<file path="src/rtl/lfsr_shift_reg.sv">
// lfsr_shift_reg: WIDTH-bit state register with parallel load, bidirectional serial shift,
// Fibonacci LFSR stepping, step counter, wrap pulse and lockup flag. Optional: LFSR_LOCKUP_RECOVER_EN.
module lfsr_shift_reg #(
    parameter int unsigned      WIDTH = 4,
    parameter logic [WIDTH-1:0] TAPS  = 4'b1100,
    parameter logic [WIDTH-1:0] SEED  = 4'b0001,
    parameter int unsigned      CNT_W = 8
) (
    input  logic             Clk,
    input  logic             Reset,
    input  logic             Load,
    input  logic [WIDTH-1:0] LoadData,
    input  logic             En,
    input  logic [1:0]       Mode,
    input  logic             SerIn,
    output logic [WIDTH-1:0] Q,
    output logic             SerOut,
    output logic [CNT_W-1:0] StepCnt,
    output logic             Wrap,
    output logic             Lockup
);

    typedef enum logic [1:0] {
        MODE_HOLD = 2'b00,
        MODE_SHL  = 2'b01,
        MODE_SHR  = 2'b10,
        MODE_LFSR = 2'b11
    } mode_e;

    mode_e            mode;
    logic [WIDTH-1:0] q_q, q_d;
    logic [WIDTH-1:0] ref_q, ref_d;
    logic [CNT_W-1:0] cnt_q, cnt_d;
    logic             wrap_q, wrap_d;
    logic             fb;

    assign mode = mode_e'(Mode);
    assign fb   = ^(q_q & TAPS);

    always_comb begin
        q_d    = q_q;
        ref_d  = ref_q;
        cnt_d  = cnt_q;
        wrap_d = 1'b0;
        if (Load) begin
            q_d   = LoadData;
            cnt_d = '0;
            // An all-zero load must not become the wrap reference.
            if (LoadData != '0) ref_d = LoadData;
        end else if (En) begin
            unique case (mode)
                MODE_HOLD: ;
                MODE_SHL: begin
                    q_d   = {q_q[WIDTH-2:0], SerIn};
                    cnt_d = cnt_q + CNT_W'(1);
                end
                MODE_SHR: begin
                    q_d   = {SerIn, q_q[WIDTH-1:1]};
                    cnt_d = cnt_q + CNT_W'(1);
                end
                MODE_LFSR: begin
`ifdef LFSR_LOCKUP_RECOVER_EN
                    if (q_q == '0) begin
                        q_d   = ref_q;
                        cnt_d = '0;
                    end else
`endif
                    begin
                        q_d    = {q_q[WIDTH-2:0], fb};
                        cnt_d  = cnt_q + CNT_W'(1);
                        wrap_d = ({q_q[WIDTH-2:0], fb} == ref_q);
                    end
                end
            endcase
        end
    end

    always_ff @(posedge Clk or posedge Reset) begin
        if (Reset) begin
            q_q    <= SEED;
            ref_q  <= SEED;
            cnt_q  <= '0;
            wrap_q <= 1'b0;
        end else begin
            q_q    <= q_d;
            ref_q  <= ref_d;
            cnt_q  <= cnt_d;
            wrap_q <= wrap_d;
        end
    end

    assign Q       = q_q;
    assign StepCnt = cnt_q;
    assign Wrap    = wrap_q;
    assign SerOut  = (mode == MODE_SHR) ? q_q[0] : q_q[WIDTH-1];
    assign Lockup  = (mode == MODE_LFSR) && (q_q == '0);

endmodule
</file>
<file path="config.mk">
export PLATFORM = sky130hd
export DESIGN_NAME = lfsr_shift_reg
export DESIGN_NICKNAME = d
export VERILOG_FILES = /design/src/rtl/lfsr_shift_reg.sv
export SDC_FILE = /design/constraint.sdc
export NUM_CORES = 1
export LEC_CHECK = 0
export BUFFER_PORTS_ARGS = -buffer_cell sky130_fd_sc_hd__buf_2
export CORE_MARGIN = 3
export CORE_UTILIZATION = 48
export CTS_BUF_LIST = sky130_fd_sc_hd__clkbuf_4
export DETAILED_ROUTE_END_ITERATION = 8
export GPL_ROUTABILITY_DRIVEN = 1
export GPL_TIMING_DRIVEN = 0
export PLACE_DENSITY = 0.75
export SLEW_MARGIN = 15
export SYNTH_ARGS = -nofsm -noshare
export SYNTH_HDL_FRONTEND = slang
export SYNTH_SLANG_ARGS = --single-unit
</file>
<file path="constraint.sdc">
create_clock -name Clk -period 1.2 [get_ports Clk]
set_input_delay 0.06 -clock Clk [delete_from_list [all_inputs] [get_ports Clk]]
set_output_delay 0.06 -clock Clk [all_outputs]
set_load 0.01 [all_outputs]
</file>
---- Word-level counts from Yosys, hierarchy flattened ----
Cells that the tools add are included.
storage, ports and cells
  memory bits (writable) .................. 0
  bits in latches ......................... 0
  memory bits (read-only) ................. 0
  register bits ........................... 17
  memories kept ........................... 0
operators by class
  multiplexer cells ....................... 10
  add/sub/neg operators ................... 1
  bitwise operators ....................... 0
  magnitude comparators ................... 0
  divide/modulo/power cells ............... 0
  shift-type cells ........................ 0
  reduce and logical (&&, ||, !) cells .... 11
  multipliers ............................. 0
  eq/ne operators ......................... 4
operator list
  cell                 count
  $mux 8               3
  $pmux 4 s3           1
  $add 8x1->8 const B  1
  $mux 4               2
  $reduce_bool 4->1    2
  $reduce_and 2->1     3
  $eq 2x2->1 const B   2
  $eq 4x4->1           1
  $logic_not 4->1      1
  $mux 1               4
  $reduce_bool 2->1    2
  $reduce_xor 4->1     1
  $reduce_or 3->1      1
  $eq 2x1->1 const B   1
  $logic_and 1x1->1    1

---- Depth between registers and ports, before layout ----
  depth in word-level cells ............... 5
  depth in mapped cells ................... 5
  mapped depth without buffers ............ 5

---- Least setup slack after synthesis ----
Ideal clock, no wire load.
  path type ............................... register to register
  start ................................... register cnt_q[3], in the netlist StepCnt[3]
  end ..................................... register cnt_q[7], in the netlist StepCnt[7]
  data required time ...................... 1.072 ns
  slack ................................... -0.210 ns
  path buffers ............................ 0
  clock period less this slack ............ 1.410 ns
  library setup time ...................... 0.128 ns
  cell stages (with the launch flop) ...... 4
  data arrival time ....................... 1.283 ns
  path through ............................ dfrtp_1 > nand4_1 > a2111oi_4 > mux2_1
between the ends
  cells in the longest elaborated chain, start to end .. 4
ends and longest elaborated chain
  element                 RTL line    source
  from (decl)             33          logic [CNT_W-1:0] cnt_q, cnt_d;
  from (signal assigned)  87          cnt_q <= cnt_d;
  $add 8x1->8             55, 59, 70
  $mux 8                  -
  $mux 8                  50          end else if (En) begin
  $mux 8                  45          if (Load) begin
No other way between the ends. The select of a mux whose other input is x is not followed.
A chain may end at the register's enable or synchronous reset.

---- Final worst setup path ----
  start ................................... register q_q[2], in the netlist Q[2]
  end ..................................... output port Lockup
between the ends
  cells in the longest elaborated chain, start to end .. 2
ends and longest elaborated chain
  element                 RTL line  source
  from (decl)             31        logic [WIDTH-1:0] q_q, q_d;
  from (signal assigned)  85        q_q <= q_d;
  $logic_not 4->1         96        assign Lockup = (mode == MODE_LFSR) && (q_q == '0);
  $logic_and 1x1->1       96
  to (decl)               20        output logic Lockup
No other way between the ends.

==> metrics <==
outcome=complete, but fails checks; violated checks=negative setup slack; post-synthesis sequential element count=17; synth warn=0; Final nets=149; layout cells sized above 1=44.4%; H-tree depth=1; DR vias/cell=5.76; FF+latch area=430 um2; buffer type at the clock tree root=clkbuf_4; Hold Crit Depth=3; Gate Count Post-Synth=99; DP Area=0.00114 mm2; commonest non-fill, non-tap cell in the layout=buf_2; Pre-antenna DRT Iters=4; DRT Wirelength=2570 um; Worst R2R End=StepCnt[6]$_DFFE_PP0P_; CTS Buf Count=3; Tightest Hold Check Type=in2reg; Slew Limit Fails=0; Die ar.=0.00263 mm2; Mapped Nets=112; CTS tree=built; maximum clock insertion buffer count=2; Core ar.=0.00184 mm2; total clock sinks=17; Syn-to-layout area delta=32.6%; slew margin rel.=56.4%; post-route setup slack=-0.158 ns; critical path startpoint category=register; critical path arrival=1.30 ns; vias in the first global route=884; FF-to-FF setup slack=-0.13 ns; RSZ-0062 raised after global routing=true; ant diodes=0; Detail Route Antenna Nets=0; commonest cells after routing, fill and taps aside=26 x buf_2, 13 x dfrtp_1, 6 x a22o_1, 6 x buf_4; Seq/Total Area, Yosys=43.4%; DP Wirelength=1690 um; minimum clock period=1.36 ns; width of the die=51.3 um; Final Cycle Share=113%; Post-Route Hold Slack=0.0153 ns; synthesized area per cell=9.96 um2; antenna violations before repair=0; gr usage total=21.9%; Congestion Overflow GR=0; CP endpoint kind=primary output; Post-Syn Area=986 um2; Slew @ Worst Pin=0.653 ns; largest net degree at the start of global routing=18; hold_sp=LoadData[0]; worst-skew pair later-pin latency=0.31 ns; final setup fails=8; Die Ht=51.3 um; Top Family by Delay on Critical Path=flip-flops; IO buf count=24; FF-to-FF path depth=4; drt initial violations=10; max incr delay on CP=0.43 ns; Power Dens Cells=1010 mW/mm2; Worst Path Required=1.14 ns; first-pass GRT wire length=4150 um; Worst Path Class, Setup=reg2out; Distinct cells, synth=33; total number of vias=921; Fin. Hold Viols=0; WL/cell=16.0 um; clock transition at the registers of the reported paths=0.11 ns; Crit Path Max Fanout=2; Rows=15; Reg2Reg Launch Point=StepCnt[1]$_DFFE_PP0P_; Hold EP=ref_q[0]$_DFFE_PP1P_; max cap viols=0; DRC violations left=0; leakage power=0.589 nW; num ports=26; clk_skew=0.00322 ns; Initial Util=53.6%; Max Clock Freq=736 MHz; Worst VDD drop=0.813 mV; multi-input logic area=584 um2; critical path buffer and inverter count=2; critical-path cell list=inv_2 -> ha_4 -> nor4b_4 -> buf_2; CP max-delay cell=dfrtp_2; RD Place Congestion=0.831; Final Cell Area=0.00131 mm2; fill count=163
-- cell type report --
type / instances / share of cell area [%]
multi-input cells: 72 / 44.7
flip-flops and latches: 17 / 32.9
repair buffers: 32 / 14.7
well taps: 25 / 2.39
clock buffers: 3 / 1.72
inverters: 6 / 1.72
plain buffers: 4 / 1.44
clock inverters: 1 / 0.383
-- report_power, final --
group | internal, mW | switching [mW]
registers | 0.615 | 0.0426
logic | 0.167 | 0.167
clock network | 0.125 | 0.206
total | 0.906 | 0.416
-- state kept, by name, summed over array words and instances, names as in the netlist --
register and cells:
Q 4, StepCnt 8, Wrap 1, ref_q 4
-- worst min-delay path: cells and delay by family --
kind                   cells  cell delay [ns]
AND/OR/NAND/NOR            2             0.15
buffers and inverters      1             0.12
-- routing by layer --
metal  up-vias  share of wire [%]  GRT usage (%)
li1        443                  -              -
met1       449                 45           27.0
met2        23                 48           33.7
met3         6                4.8           6.71
met4         0                2.5           12.2
met5         -                  0              0
-- logic make-up after synthesis --
group / after synthesis / share of synthesized area (%)
buffers and inverters: 10 / 4.19
XOR/XNOR: 6 / 5.33
adder cells (fa/ha/maj): 2 / 2.54
AND/OR/NAND/NOR: 30 / 16.4
flip-flops: 17 / 43.4
multiplexers: 4 / 4.44
AO/OA/AOI/OAI: 30 / 23.7
-- timing repair --
action | in CTS | in global routing
gates resized for setup | 12 | 7
buffers inserted | 6 | 1
pin swaps | 2 | 1
endpoints found under the hold margin | 15 | 0
hold buffers | 1 | 0
endpoints found under the setup margin | 9 | 12
-- worst max path at each step --
stage,start,endpoint,slack [ns],cells past startpoint
after global placement,Q[2]$_DFFE_PP0P_,Wrap$_DFF_PP0_,-0.20,5
final,Q[2]$_DFFE_PP0P_,Lockup,-0.16,4
after CTS,StepCnt[1]$_DFFE_PP0P_,StepCnt[4]$_DFFE_PP0P_,-0.13,4
after floorplan,Q[3]$_DFFE_PP0P_,Q[0]$_DFFE_PP1P_,-0.14,5
after detailed placement,Q[2]$_DFFE_PP0P_,Wrap$_DFF_PP0_,-0.20,5
after global routing,Q[2]$_DFFE_PP0P_,Lockup,-0.21,4
-- Yosys cell counts (all sizes together) --
library cell   n  area share, %
a2111oi        1            2.8
a21oi          4            2.0
a22o           6            5.3
a22oi          1           0.76
buf            3            1.5
clkbuf         1           0.38
dfrtp         15             38
dfstp          2            5.3
ha             2            2.5
inv            6            2.3
mux2           3            3.4
mux2i          1            1.0
nand2          6            2.3
nand3          3            1.5
nand4          1           0.63
nor2           5            1.9
nor2b          5            3.2
nor3           1           0.51
nor3b          3            2.3
nor4           1           0.63
nor4b          1           0.89
o211ai         2            1.5
o21a           2            1.5
o21ai          7            3.9
o311ai         2            1.8
o31ai          3            2.3
o41ai          2            1.8
or2            2            1.3
or3            2            1.3
xnor2          5            4.4
xor2           1           0.89
-- per-stage QoR --
step                      setup WS [ns]  instances  TNS [ns]  utilization [%]  power (mW)
after floorplan                  -0.137         99    -0.466                -       0.834
after global placement           -0.199        148    -0.634             62.1       0.924
after detailed placement         -0.203        148    -0.887             62.1       0.929
after CTS                        -0.129        159    -0.599             69.3        1.31
after global routing             -0.208        160     -1.30             71.1        1.38
final                            -0.158        160    -0.712             71.1        1.32
Note: power is estimated with default switching activity, not from simulation.
